==> config.mk <==
export PLATFORM = sky130hd
export DESIGN_NAME = qrs_detector_flat
export DESIGN_NICKNAME = d
export VERILOG_FILES = /design/src/rtl/ekg_pkg.sv /design/src/rtl/qrs_detector_if.sv /design/src/rtl/qrs_detector_sat_counter.sv /design/src/rtl/qrs_detector.sv /design/src/flat_wrapper.sv
export SDC_FILE = /design/constraint.sdc
export NUM_CORES = 1
export LEC_CHECK = 0
export ABC_AREA = 1
export CORE_UTILIZATION = 25
export CTS_CLUSTER_DIAMETER = 40
export DETAILED_ROUTE_END_ITERATION = 8
export DONT_BUFFER_PORTS = 1
export MAX_ROUTING_LAYER = met4
export SYNTH_ARGS = -nofsm -noshare
export SYNTH_HDL_FRONTEND = slang
export SYNTH_SLANG_ARGS = --single-unit
==> constraint.sdc <==
create_clock -name clk_in -period 3.5 [get_ports clk_in]
set_input_delay 0.7 -clock clk_in [delete_from_list [all_inputs] [get_ports clk_in]]
set_output_delay 0.7 -clock clk_in [all_outputs]
set_load 0.01 [all_outputs]
==> src/rtl/ekg_pkg.sv <==
// Shared EKG definitions: detector state encoding and the nominal sample rate.
package ekg_pkg;

   typedef enum logic [1:0] {
      SEARCH,
      TRACK,
      REFRACTORY
   } qrs_state_t;

   // Nominal acquisition rate; refractory and R-R limits are expressed in samples at this rate.
   localparam int SAMPLE_RATE_HZ = 250;

endpackage

==> src/rtl/qrs_detector_if.sv <==
// Sample stream into the QRS detector and the beat report coming out of it.
interface qrs_detector_if #(
   parameter int DATA_RESOLUTION = 8,
   parameter int RR_WIDTH        = 12
);

   logic signed [DATA_RESOLUTION-1:0] signed_data_in;
   logic                              data_valid_in;
   logic signed [DATA_RESOLUTION-1:0] threshold_in;
   logic                              beat_out;
   logic signed [DATA_RESOLUTION-1:0] peak_amplitude_out;
   logic        [RR_WIDTH-1:0]        rr_interval_out;
   logic                              rr_valid_out;
   logic                              asystole_out;

   // Upstream side: the FIR stage and threshold source feed samples, the BPM logic reads beats.
   modport master (
      output signed_data_in, data_valid_in, threshold_in,
      input  beat_out, peak_amplitude_out, rr_interval_out, rr_valid_out, asystole_out
   );

   // Detector side.
   modport slave (
      input  signed_data_in, data_valid_in, threshold_in,
      output beat_out, peak_amplitude_out, rr_interval_out, rr_valid_out, asystole_out
   );

endinterface

==> src/rtl/qrs_detector_sat_counter.sv <==
// Loadable up-counter that stops at LIMIT; load wins over increment.
module sat_counter #(
   parameter int WIDTH = 12,
   parameter int LIMIT = 750
) (
   input  logic             clk_in,
   input  logic             rst_in,
   input  logic             load,
   input  logic [WIDTH-1:0] load_val,
   input  logic             en,
   output logic [WIDTH-1:0] count
);

   localparam logic [WIDTH-1:0] LIM = WIDTH'(LIMIT);

   // Count register: load, else saturating increment on enable.
   always_ff @(posedge clk_in or negedge rst_in) begin
      if (!rst_in) begin
         count <= '0;
      end else if (load) begin
         count <= load_val;
      end else if (en && (count < LIM)) begin
         count <= count + WIDTH'(1);
      end
   end

endmodule

==> src/rtl/qrs_detector.sv <==
// R-peak detector: threshold-crossing FSM with refractory window, R-R interval and asystole flag.
module qrs_detector
   import ekg_pkg::*;
#(
   parameter int DATA_RESOLUTION    = 8,
   parameter int RR_WIDTH           = 12,
   parameter int REFRACTORY_SAMPLES = 50,
   parameter int MAX_RR_SAMPLES     = 750
) (
   input  logic           clk_in,
   input  logic           rst_in,
   qrs_detector_if.slave  bus
);

   localparam logic [RR_WIDTH-1:0] MAX_RR    = RR_WIDTH'(MAX_RR_SAMPLES);
   localparam logic [RR_WIDTH-1:0] REFR_LAST = RR_WIDTH'(REFRACTORY_SAMPLES - 1);

   qrs_state_t                        state_q, state_d;
   logic signed [DATA_RESOLUTION-1:0] x, thr;
   logic signed [DATA_RESOLUTION-1:0] peak_q;
   logic        [RR_WIDTH-1:0]        cand_q;
   logic        [RR_WIDTH-1:0]        elapsed, refr_cnt, k;
   logic                              valid, above, prev_above_q, have_prev_q;
   logic                              start, upd, declare;

   logic                              beat_p1, rr_vld_p1, asystole_p1;
   logic signed [DATA_RESOLUTION-1:0] peak_p1;
   logic        [RR_WIDTH-1:0]        rr_p1;

   assign x     = bus.signed_data_in;
   assign thr   = bus.threshold_in;
   assign valid = bus.data_valid_in;
   assign above = x > thr;
   // Index of the current sample relative to the last peak, pinned at the asystole limit.
   assign k     = (elapsed >= MAX_RR) ? MAX_RR : elapsed + RR_WIDTH'(1);

   // Samples since the last peak; re-based to the peak position when a beat is declared.
   sat_counter #(.WIDTH(RR_WIDTH), .LIMIT(MAX_RR_SAMPLES)) u_elapsed (
      .clk_in   (clk_in),
      .rst_in   (rst_in),
      .load     (declare),
      .load_val (k - cand_q),
      .en       (valid),
      .count    (elapsed)
   );

   // Samples consumed inside the refractory window.
   sat_counter #(.WIDTH(RR_WIDTH), .LIMIT(REFRACTORY_SAMPLES)) u_refr (
      .clk_in   (clk_in),
      .rst_in   (rst_in),
      .load     (declare),
      .load_val ('0),
      .en       (valid && (state_q == REFRACTORY)),
      .count    (refr_cnt)
   );

   // Next-state and event decode; nothing moves without a valid sample.
   always_comb begin
      state_d = state_q;
      start   = 1'b0;
      upd     = 1'b0;
      declare = 1'b0;
      if (valid) begin
         case (state_q)
            SEARCH: begin
               if (above && !prev_above_q) begin
                  start   = 1'b1;
                  state_d = TRACK;
               end
            end
            TRACK: begin
               // A falling sample is at or below threshold, so it can never also be a new maximum.
               if (x > peak_q) upd = 1'b1;
               if (!above) begin
                  declare = 1'b1;
                  state_d = REFRACTORY;
               end
            end
            REFRACTORY: begin
               if (refr_cnt >= REFR_LAST) state_d = SEARCH;
            end
            default: state_d = SEARCH;
         endcase
      end
   end

   // FSM state register.
   always_ff @(posedge clk_in or negedge rst_in) begin
      if (!rst_in) state_q <= SEARCH;
      else         state_q <= state_d;
   end

   // Candidate peak tracking and previous-sample threshold memory.
   always_ff @(posedge clk_in or negedge rst_in) begin
      if (!rst_in) begin
         peak_q       <= '0;
         cand_q       <= '0;
         prev_above_q <= 1'b0;
      end else if (valid) begin
         prev_above_q <= above;
         if (start || upd) begin
            peak_q <= x;
            cand_q <= k;
         end
      end
   end

   // Beat report register stage: one cycle after the declaring sample.
   always_ff @(posedge clk_in or negedge rst_in) begin
      if (!rst_in) begin
         beat_p1     <= 1'b0;
         rr_vld_p1   <= 1'b0;
         asystole_p1 <= 1'b0;
         peak_p1     <= '0;
         rr_p1       <= '0;
         have_prev_q <= 1'b0;
      end else begin
         beat_p1   <= declare;
         rr_vld_p1 <= declare && have_prev_q && !asystole_p1;
         if (declare) begin
            peak_p1     <= peak_q;
            rr_p1       <= cand_q;
            have_prev_q <= 1'b1;
            asystole_p1 <= 1'b0;
         end else if (valid && (k == MAX_RR)) begin
            asystole_p1 <= 1'b1;
         end
      end
   end

   assign bus.beat_out           = beat_p1;
   assign bus.rr_valid_out       = rr_vld_p1;
   assign bus.asystole_out       = asystole_p1;
   assign bus.peak_amplitude_out = peak_p1;
   assign bus.rr_interval_out    = rr_p1;

endmodule
==> src/flat_wrapper.sv <==
// flat-port wrapper written by rule: the top's interface ports become plain ports
module qrs_detector_flat import ekg_pkg::*;
#(
   parameter int DATA_RESOLUTION    = 8,
   parameter int RR_WIDTH           = 12,
   parameter int REFRACTORY_SAMPLES = 50,
   parameter int MAX_RR_SAMPLES     = 750
)
  (clk_in, rst_in, bus_signed_data_in, bus_data_valid_in, bus_threshold_in, bus_beat_out, bus_peak_amplitude_out, bus_rr_interval_out, bus_rr_valid_out, bus_asystole_out);
  qrs_detector_if #(.DATA_RESOLUTION(DATA_RESOLUTION), .RR_WIDTH(RR_WIDTH)) bus_i ();
  input  logic clk_in;
  input  logic rst_in;
  input wire logic [$bits(bus_i.signed_data_in)-1:0] bus_signed_data_in;
  input wire logic [$bits(bus_i.data_valid_in)-1:0] bus_data_valid_in;
  input wire logic [$bits(bus_i.threshold_in)-1:0] bus_threshold_in;
  output wire logic [$bits(bus_i.beat_out)-1:0] bus_beat_out;
  output wire logic [$bits(bus_i.peak_amplitude_out)-1:0] bus_peak_amplitude_out;
  output wire logic [$bits(bus_i.rr_interval_out)-1:0] bus_rr_interval_out;
  output wire logic [$bits(bus_i.rr_valid_out)-1:0] bus_rr_valid_out;
  output wire logic [$bits(bus_i.asystole_out)-1:0] bus_asystole_out;
  assign bus_i.signed_data_in = bus_signed_data_in;
  assign bus_i.data_valid_in = bus_data_valid_in;
  assign bus_i.threshold_in = bus_threshold_in;
  assign bus_beat_out = bus_i.beat_out;
  assign bus_peak_amplitude_out = bus_i.peak_amplitude_out;
  assign bus_rr_interval_out = bus_i.rr_interval_out;
  assign bus_rr_valid_out = bus_i.rr_valid_out;
  assign bus_asystole_out = bus_i.asystole_out;
  qrs_detector #(.DATA_RESOLUTION(DATA_RESOLUTION), .RR_WIDTH(RR_WIDTH), .REFRACTORY_SAMPLES(REFRACTORY_SAMPLES), .MAX_RR_SAMPLES(MAX_RR_SAMPLES)) u_core (.clk_in(clk_in), .rst_in(rst_in), .bus(bus_i));
endmodule
; Yosys cells after proc, flatten, opt, wreduce, memory -nomap -nowiden
; Index checks and enable logic that the tools add are counted.
[totals]
input_bits = 19
wordCells = 63
register_bits = 71
[op_classes]
n_lt_le_gt_ge = 6
n_reduce_logical = 16
mux = 20
eq_ne = 6
addsub = 3
[op_table]
columns = op, count
row1 = 2-to-1 mux 12 bit, 5
row2 = adder 12 x 1 -> 12 bit (second input constant), 2
row3 = greater-than comparator 8 bit, 2
row4 = equality test 12 x 10 -> 1 bit (second input constant), 1
row5 = greater-or-equal comparator 12 x 10 -> 1 bit (second input constant), 1
row6 = greater-or-equal comparator 12 x 6 -> 1 bit (second input constant), 1
row7 = less-than comparator 12 x 10 -> 1 bit (second input constant), 1
row8 = less-than comparator 12 x 6 -> 1 bit (second input constant), 1
row9 = subtractor 12 bit, 1
row10 = 2-to-1 mux 1 bit, 11
row11 = logical AND 1 bit, 7
row12 = 2-to-1 mux 2 bit, 3
row13 = case mux 2 bit (3 select lines), 1
row14 = nonzero test 2 bit, 3
row15 = != test 2 bit (second input constant), 2
row16 = AND reduction 4 bit, 1
row17 = equality test 2 x 1 -> 1 bit (second input constant), 1
row18 = equality test 2 bit (second input constant), 1
row19 = logical NOT 1 bit, 2
row20 = logical NOT 2 bit, 1
row21 = != test 2 x 1 -> 1 bit (second input constant), 1
row22 = AND reduction 2 bit, 1
row23 = logical OR 1 bit, 1

; Logic depth before layout (Yosys ltp)
; Gate-level depths: netlist of the first run.
[logic_depth]
word_depth = 7
mapped_depth = 19
mapped_depth_nobuf = 19

; By module
; Synthesis of the first run repeated with hierarchy kept, for this count alone.
[unflattened]
hier_cells = 667
hier_area_um2 = 5004.8
[by_module_without_submodules]
columns = mod, cells_each, seq_area_each_um2, n_inst, area_per_inst_um2
row1 = qrs_detector, 456, 1176.1, 1, 3457.1
row2 = sat_counter (u_core.u_elapsed), 119, 300.3, 1, 864.6
row3 = sat_counter (u_core.u_refr), 92, 300.3, 1, 683.2

; Worst setup path after synthesis of the first run
; Ideal clock, no wire load.
[synth_path]
path_kind = flip-flop to flip-flop
start = register u_core.u_elapsed.count[0]
end = register u_core.u_elapsed.count[8]
n_path_buf = 0
setup_ns = 0.065
stages_incl_launch_ff = 17
period_less_slack_ns = 2.506
slack_ns = 0.994
t_arrival_ns = 2.441
path_cell_list = dfrtp_1 -> inv_1 -> ha_1 -> inv_1 -> nor2_1 -> nand3_2 -> nand4_1 -> ha_1 -> fa_1 -> o31ai_1 -> nand2_1 -> nand2_1 -> xor2_1 -> inv_1 -> nand2_1 -> nand2_1 -> nand2_1
[synth_via]
elab_chain_len = 4
[synth_rtl]
columns = item, line_no
row1 = "start, declared", qrs_detector_sat_counter.sv:11  ; output logic [WIDTH-1:0] count
row2 = "start signal, assigned", qrs_detector_sat_counter.sv:21  ; count <= load_val;
row3 = "start signal, assigned", qrs_detector_sat_counter.sv:23  ; count <= count + WIDTH'(1);
row4 = adder 12 x 1 -> 12 bit / greater-or-equal comparator 12 x 10 -> 1 bit (equally long branches), "qrs_detector_sat_counter.sv:23, qrs_detector.sv:35"
row5 = 2-to-1 mux 12 bit, qrs_detector.sv:35  ; assign k = (elapsed >= MAX_RR) ? MAX_RR : elapsed + RR_WIDTH'(1);
row6 = subtractor 12 bit, qrs_detector.sv:42  ; .load_val (k - cand_q),
row7 = 2-to-1 mux 12 bit, qrs_detector_sat_counter.sv:20  ; end else if (load) begin
; Parallel ways exist; a longest one is shown, timed or not. The select of a mux whose other input is x is not followed.
; A chain may end at the register's enable or synchronous reset.

; Worst setup path after layout of the first run
[layout_path]
start = register u_core.u_elapsed.count[5]
end = register u_core.u_elapsed.count[8]
; Same word-level chain as after synthesis.

==> out/results.ini, run 1 <==
[run_status]
outcome = finished clean

[clock_network]
cts_resized = 0
cts_made_buffers = 9
cts_max_level = 3
clk_pin_slew_ns = 0.06
clk_latency_ns = 0.35
clkSinkCount = 71
ctsRootBufferMaster = clkbuf_16
cts_tree = yes
cts_hold_buffers = 0
clock_path_buffers = 2
postCtsSetupBuffers = 0

[grt]
grt_antenna_before_repair = 0
grt_first_pass_wirelength_mm = 17.81
grt_max_degree = 72
grt_overflow = 0
grt.total_usage_pct = 13.05
grt_pass1_vias = 3554

[detailed_routing]
wl_per_cell_um = 13.26
drt_iter0_drc = 194
viasPerCell = 4.492
num_vias = 3643
drt_wl_total_mm = 10.75
ant_nets = 0
route.detailed.drc = 0
dr.pass1.iters = 4

[final_layout]
diodes = 0
multi_input_area_sq_um = 2217
layout_common_cells = 157 x nand2_1, 91 x inv_1, 71 x dfrtp_1
final_common_cell = nand2_1
area_growth_pct = 10.74
fillers = 1876
ff_latch_area_sq_um = 1777
drive_above_1_share_pct = 7.167
nNetsFinal = 633

[job]
maxCapViolCount = 0

[sta]
fin_skew_ns = 0.007937
maxSlewHeadroom_pct = 45.79
whs_ns = 0.05224
tightest_slew_ns = 0.8112
final.setup.tns_ns = 0
setup_viol = 0
hold_viol = 0
fmaxAchievable_ghz = 0.3335
period_share_pct = 85.68
fin_crit_ns = 2.999
rsz0062_at_grt = no
drv_slew = 0

[synth]
avgSynthCellArea_sq_um = 7.651
yosys_warnings = 0
yosysUniqueCellTypes = 38
ys_ff_latch = 71
seq_area_frac_synth_pct = 39.83
async_reset_ff_share_pct = 100.0
ys.flop_type = dfrtp_1
syn_inst = 583
syn_area_sq_um = 4461
synth_nets = 635
synth-edff-count = 0

[setup_path]
critPathLaunchType = flip-flop
required_ns = 3.79
crit_fanout = 6
end_kind = flip-flop
critical_path_class = flip-flop to flip-flop
critPathArrivalTime_ns = 3.29

[placed_design]
io_buffers = 0
place_congestion = 0.8890
hpwl_mm = 7.980

[power_and_ir_drop]
leakage_nw = 2.593
p_per_area_nw_per_um2 = 967.0
power_mw = 4.777
ir_drop_v = 0.0003854

[floorplan]
rows = 48
die_h_um = 135.6
die_w_um = 135.6
core_sq_um = 17360
dieArea_sq_um = 18380
start_util_pct = 25.70
io_pins = 42

[hold_path]
hold_class = primary input to async pin

per-layer routing:
metal / share of wire (%) / vias up / global-route usage (%) / routed length [um]
met3: 6.3 / 14 / 4.227 / 673
met5: 0 / - / - / 0
li1: - / 1870 / - / -
met2: 43 / 80 / 19.56 / 4633
met4: 1.5 / 0 / 4.432 / 163
met1: 49 / 1679 / 16.40 / 5281
where the power goes:
| group | total, mW | switching (mW) | internal (mW) |
|---|---|---|---|
| sequential | 1.43 | 0.307 | 1.12 |
| clock | 0.894 | 0.398 | 0.495 |
| combinational | 2.45 | 1.58 | 0.875 |
| total | 4.78 | 2.29 | 2.49 |
area by class of cell:
type | count | share of cell area (%)
Sequential cell | 71 | 35.97
Inverter | 94 | 7.143
Clock inverter | 7 | 1.292
Timing Repair Buffer | 3 | 0.4559
Multi-Input combinational cell | 402 | 44.88
Clock buffer | 9 | 4.559
Tap cell | 225 | 5.699
logic make-up after synthesis:
logic type	synth area share, %
xor gates and xnor gates	2.553
and+or+nand+nor	28.36
other	0.08407
DFF	39.83
AOI/OAI and AO/OA	9.285
buffers and inverters	10.46
adders and majority gates	9.425
per-stage QoR:
stage / utilization [%] / worst slack [ns] / cell area, sq um / std cells
after floorplan: - / 0.9937 / 4461 / 583
after global placement: 26.80 / 0.5453 / 4651 / 795
after detailed placement: 26.80 / 0.5725 / 4651 / 795
after CTS: 28.46 / 0.5421 / 4940 / 811
after global routing: 28.46 / 0.2496 / 4940 / 811
final: 28.46 / 0.5010 / 4940 / 811
critical path: stages (launching register included):
cell     delay (ns)
dfrtp_1        0.44
nand2_2        0.11
nor2_1         0.07
a21oi_1        0.27
nand4_1        0.25
ha_1           0.34
fa_1           0.45
o31ai_1        0.45
nand2_1        0.10
nand2_1        0.09
xor2_1         0.14
inv_1          0.05
nand2_1        0.06
nand2_1        0.05
nand2_1        0.05
sequential cells by signal (all words and copies together) (netlist names):
signal and flops:
u_core.peak_q 8, u_core.cand_q 12, u_core.u_elapsed.count 12, u_core.bus.beat_out 1, u_core.state_q 2, u_core.bus.peak_amplitude_out 8
u_core.bus.asystole_out 1, u_core.bus.rr_interval_out 12, u_core.have_prev_q 1, u_core.prev_above_q 1, u_core.u_refr.count 12, u_core.bus.rr_valid_out 1
path summary, 6_finish.rpt:
| check | from | end | cells past startpoint | slack [ns] |
|---|---|---|---|---|
| max | u_core.u_elapsed.count[5] | u_core.u_elapsed.count[8] | 14 | 0.50 |
| min | rst_in | u_core.bus.beat_out | 0 | 0.05 |
| max reg2reg | u_core.u_elapsed.count[5] | u_core.u_elapsed.count[8] | 14 | 0.50 |
| min reg2reg | u_core.u_refr.count[9] | u_core.u_refr.count[9] | 2 | 0.46 |
| max in group asynchronous | rst_in | u_core.bus.rr_interval_out[2] | 0 | 3.31 |
| min in group clk_in | bus_data_valid_in | u_core.cand_q[11] | 1 | 0.44 |
cell usage after synthesis, types with 2 or more instances:
library cell	instances	share of area (%)
inv_1	91	7.7
o21ai_0	29	3.3
xor2_1	12	2.4
o21ai_1	10	1.1
nand3b_1	3	0.50
nand4_1	10	1.4
nand3_2	4	0.90
nor3_1	6	0.67
dfrtp_1	71	40
buf_6	5	1.3
o31ai_1	2	0.34
o21ai_2	3	0.59
nor2_2	4	0.56
inv_2	3	0.25
ha_1	32	9.0
buf_4	2	0.34
nor2_1	23	1.9
o21a_1	2	0.34
nand2_2	3	0.42
buf_2	7	0.79
nor3_2	2	0.45
a21oi_1	21	2.4
a31oi_1	2	0.28
nand3_1	64	7.2
o21bai_1	3	0.50
nand2_1	157	13
(Power assumes the default switching activity.)
==> run 2, diff against run 1 <==
Settings changed: CORE_UTILIZATION 25 to 35.
==> out/results.ini, run 2 (synthesis results as in run 1) <==
[grt]
grt_pass1_vias = 3608
grt.total_usage_pct = 17.86
grt_antenna_before_repair = 0
grt_overflow = 0
met2_usage_pct = 27.67
grtUsageMet1_pct = 22.87
grt-busiest-layer = met2
grt_max_degree = 72
grt.met3_usage_pct = 3.901
grt_first_pass_wirelength_mm = 17.68

[setup_path]
reg2reg_to = u_core.u_elapsed.count[7]
crit_start = u_core.u_elapsed.count[0]
required_ns = 3.73
critical_path_class = flip-flop to flip-flop
r2r_cells = 16
endpoint = u_core.u_elapsed.count[7]
critPathArrivalTime_ns = 3.19
critPathLaunchType = flip-flop
end_kind = flip-flop
rr_startpoint = u_core.u_elapsed.count[0]
ff2ff_setup_slack_ns = 0.53
crit_fanout = 7

[power_and_ir_drop]
clockPowerShare_pct = 19.4
power_frac_seq_pct = 29.6
p_sw_mw = 2.230
switching_share_pct = 46.47
p_per_area_nw_per_um2 = 982.4
leakage_nw = 2.606
intPower_mw = 2.570
combPwrFrac_pct = 51.0
ir_drop_v = 0.0003864

[sta]
maxSlewHeadroom_pct = 48.40
whs_ns = 0.06019
fin_crit_ns = 2.967
fmaxAchievable_ghz = 0.3370
rsz0062_at_grt = no
setup_viol = 0
final.setup.tns_ns = 0
fin_ws_ns = 0.5328
fin_skew_ns = 0.005735
period_share_pct = 84.78
hold_viol = 0
tightest_slew_ns = 0.7721
drv_slew = 0

[clock_network]
ctsRootBufferMaster = clkbuf_16
clock_path_buffers = 2
postCtsSetupBuffers = 0
cts_resized = 0
cts_tree = yes
clkSinkCount = 71
cts_made_buffers = 9
clk_latency_ns = 0.34
clk_pin_slew_ns = 0.06
cts_max_level = 3
cts_hold_buffers = 0

[floorplan]
die_h_um = 114.9
dieArea_sq_um = 13200
io_pins = 42
core_sq_um = 12210
die_w_um = 114.9
rows = 40
start_util_pct = 36.53

[final_layout]
fillers = 1271
area_growth_pct = 9.537
layout_common_cells = 157 x nand2_1, 91 x inv_1, 71 x dfrtp_1
nNetsFinal = 634
final_common_cell = nand2_1
drive_above_1_share_pct = 7.155
diodes = 0

[detailed_routing]
drt_wl_total_mm = 10.45
wl_per_cell_um = 13.83
dr.pass1.iters = 5
viasPerCell = 4.914
drt_iter0_drc = 210
route.detailed.drc = 0
num_vias = 3710
ant_nets = 0

[placed_design]
place_congestion = 0.9193
dp_slack_ns = 0.5907
io_buffers = 0
hpwl_mm = 7.593

[job]
maxCapViolCount = 0

[hold_path]
hold_class = primary input to async pin

[run_status]
outcome = finished clean

[run 2: power by group through the flow]
| stage | sequential (mW) | combinational, mW | clock [mW] |
|---|---|---|---|
| after floorplan | 1.36 | 1.92 | 0 |
| after global placement | 1.42 | 2.42 | 0 |
| after detailed placement | 1.43 | 2.42 | 0 |
| after CTS | 1.42 | 2.43 | 0.952 |
| after global routing | 1.46 | 2.81 | 0.985 |
| final | 1.42 | 2.45 | 0.930 |
[run 2: worst min path at each step]
| stage | endpoint | slack [ns] | cells past startpoint |
|---|---|---|---|
| floorplan | u_core.bus.asystole_out | 0.40 | 0 |
| global placement | u_core.cand_q[3] | 0.41 | 0 |
| detailed placement | u_core.bus.rr_interval_out[2] | 0.41 | 0 |
| CTS | u_core.cand_q[1] | 0.04 | 0 |
| global route | u_core.cand_q[6] | 0.04 | 0 |
| finish | u_core.bus.rr_interval_out[2] | 0.06 | 0 |
[run 2: metrics by stage]
step           total power [mW]  cells  area (sq um)  util, %
2_1_floorplan             3.284    583          4461        -
3_3_place_gp              3.841    739          4587    37.56
3_5_place_dp              3.851    739          4587    37.56
4_1_cts                   4.807    755          4886    40.01
5_1_grt                   5.255    755          4886    40.01
6_report                  4.800    755          4886    40.01
[run 2: worst max-delay path, stage by stage, from the launching register on]
cell,delay [ns]
dfrtp_1,0.38
inv_1,0.12
ha_1,0.21
inv_1,0.05
nor2_1,0.05
nand3_2,0.14
nand3_1,0.15
inv_1,0.14
nand2_1,0.11
ha_1,0.35
inv_1,0.10
o31ai_1,0.47
a21oi_1,0.16
xor2_1,0.20
nand2_1,0.09
nand2_1,0.08
nand2_1,0.04
[run 2: cell type report]
class,count,area (sq um),share of cell area [%]
Clock buffer,11,242.7,4.968
Clock inverter,5,56.30,1.152
Inverter,94,352.8,7.221
Multi-Input combinational cell,402,2217,45.38
Sequential cell,71,1777,36.36
Tap cell,168,210.2,4.302
Timing Repair Buffer,4,30.03,0.6146
[run 2: layer usage]
layer / share of wire (%) / up-vias
met3: 4.6 / 14
met4: 1.5 / 0
li1: - / 1877
met2: 45 / 91
met5: 0 / -
met1: 49 / 1728
==> run 3, diff against run 2 <==
Clock period 3.5 ns to 2.64 ns, I/O delays scaled along.
==> out/results.ini, run 3 (synthesis results as in run 1) <==
[setup_path]
cp_common_cell = nand2_1
cp.depth = 14
end_kind = flip-flop
r2r_cells = 14
critPathArrivalTime_ns = 2.83
crit_fanout = 5
required_ns = 2.86
path_buf_inv = 2
endpoint = u_core.u_elapsed.count[6]
critPathLaunchType = flip-flop
reg2reg_to = u_core.u_elapsed.count[6]
crit_family = simple AND/OR/NAND/NOR gates
crit_path_top_delay_cell = dfrtp_1
ff2ff_setup_slack_ns = 0.03
crit_start = u_core.u_elapsed.count[11]
rr_startpoint = u_core.u_elapsed.count[11]
critical_path_class = flip-flop to flip-flop
cp_cell_sequence = inv_2 -> nand2_2 -> nor2_4 -> nand3b_1 -> buf_4 -> nand4_1 -> ha_4 -> a21oi_2 -> o21ai_1 -> a21oi_1 -> xor2_1 -> nand2_1 -> nand2_1 -> nand2_1
critPathMaxStageDelay_ns = 0.40

[floorplan]
dieArea_sq_um = 13200
die_w_um = 114.9
die_h_um = 114.9
io_pins = 42
core_sq_um = 12210
rows = 40
start_util_pct = 36.53

[grt]
grt_antenna_before_repair = 0
grt_max_degree = 72
grt.total_usage_pct = 19.03
grt_pass1_vias = 3846
grt_overflow = 0
grt_first_pass_wirelength_mm = 18.82

[power_and_ir_drop]
leakage_nw = 2.883
p_sw_mw = 3.550
clockPowerShare_pct = 16.5
switching_share_pct = 44.21
intPower_mw = 4.481
combPwrFrac_pct = 60.1
p_per_area_nw_per_um2 = 1431
power_frac_seq_pct = 23.4
ir_drop_v = 0.0006966

[detailed_routing]
drt_iter0_drc = 182
drt_wl_total_mm = 11.57
route.detailed.drc = 0
wl_per_cell_um = 14.37
ant_nets = 0
num_vias = 3978
viasPerCell = 4.942
dr.pass1.iters = 4

[final_layout]
finish.utilization_pct = 45.95
drive_above_1_share_pct = 24.02
layout_common_cells = 148 x nand2_1, 80 x inv_1, 68 x dfrtp_1
diodes = 0
design_area_sq_um = 5612
final_cells = 805
final_common_cell = nand2_1
fillers = 1213
multi_input_area_sq_um = 2499
nNetsFinal = 684
ff_latch_area_sq_um = 1780
area_growth_pct = 25.81

[clock_network]
cts_max_level = 3
ctsRootBufferMaster = clkbuf_16
clk_latency_ns = 0.34
clock_path_buffers = 2
clk_pin_slew_ns = 0.06
cts_tree = yes
cts_made_buffers = 9
clkSinkCount = 71

[sta]
setup_viol = 0
tightest_slew_ns = 0.5157
fmaxAchievable_ghz = 0.3832
fin_crit_ns = 2.609
hold_viol = 0
maxSlewHeadroom_pct = 65.36
drv_slew = 0
period_share_pct = 98.84
fin_skew_ns = 0.009255
rsz0062_at_grt = yes

[placed_design]
io_buffers = 0
place_congestion = 0.8748
placed_area_sq_um = 4847
hpwl_mm = 7.985
placed_cells = 772

[run_status]
outcome = finished clean

[hold_path]
hold_class = primary input to async pin

[job]
maxCapViolCount = 0

-- run 3: metrics by stage --
stage	setup TNS [ns]	hold slack [ns]	worst slack, ns	power [mW]
global placement	-0.2798	0.2341	-0.1727	5.595
finish	0	0.08013	0.03072	8.031
floorplan	0	0.2324	0.1337	4.354
detailed placement	-0.2749	0.2347	-0.1457	5.636
CTS	0	0.08965	0.007970	7.130
global route	-0.4478	0.09391	-0.1051	8.665
-- run 3: cell type report --
cell class | instances | area share [%]
multi-input cells | 402 | 44.53
flip-flops and latches | 71 | 31.73
repair buffers | 54 | 7.871
inverters | 94 | 6.355
clock buffers | 11 | 4.326
well taps | 168 | 3.746
clock inverters | 5 | 1.449
-- run 3: how the worst min path moves through the flow --
stage / slack [ns] / end / cells past startpoint
6_report: 0.08 / u_core.bus.peak_amplitude_out[5] / 1
5_1_grt: 0.09 / u_core.bus.peak_amplitude_out[5] / 1
4_1_cts: 0.09 / u_core.cand_q[6] / 1
3_5_place_dp: 0.23 / u_core.cand_q[4] / 0
3_3_place_gp: 0.23 / u_core.cand_q[4] / 0
2_1_floorplan: 0.23 / u_core.bus.asystole_out / 0
-- run 3: power groups by stage --
stage	logic [mW]	registers, mW	clock network (mW)
final	4.83	1.88	1.32
after global routing	5.34	1.93	1.40
after CTS	3.92	1.86	1.35
after detailed placement	3.76	1.88	0
after global placement	3.73	1.86	0
after floorplan	2.55	1.81	0
-- run 3: layer usage --
layer | share of wire (%) | global-route usage (%) | up-vias
met5 | 0 | - | -
met4 | 1.7 | 7.532 | 0
met3 | 4.4 | 3.374 | 13
met2 | 47 | 29.00 | 84
met1 | 47 | 25.07 | 1916
li1 | - | - | 1965
-- run 3: what timing repair did --
action | 4_1_cts | 5_1_grt
pin swaps | 2 | 32
resized for setup | 6 | 71
endpoints found under the hold margin | 71 | 0
setup endpoints to repair | 6 | 9
buffers inserted | 1 | 15
hold buffers | 1 | 0
-- run 3: worst reg2reg max path, delay by kind of cell (launching register included) --
kind                     cells  cell delay (ns)
flip-flops                   1             0.40
XOR/XNOR                     1             0.20
AND/OR/NAND/NOR              7             0.86
AO/OA/AOI/OAI                3             0.49
buffers and inverters        2             0.28
adder cells (fa/ha/maj)      1             0.26
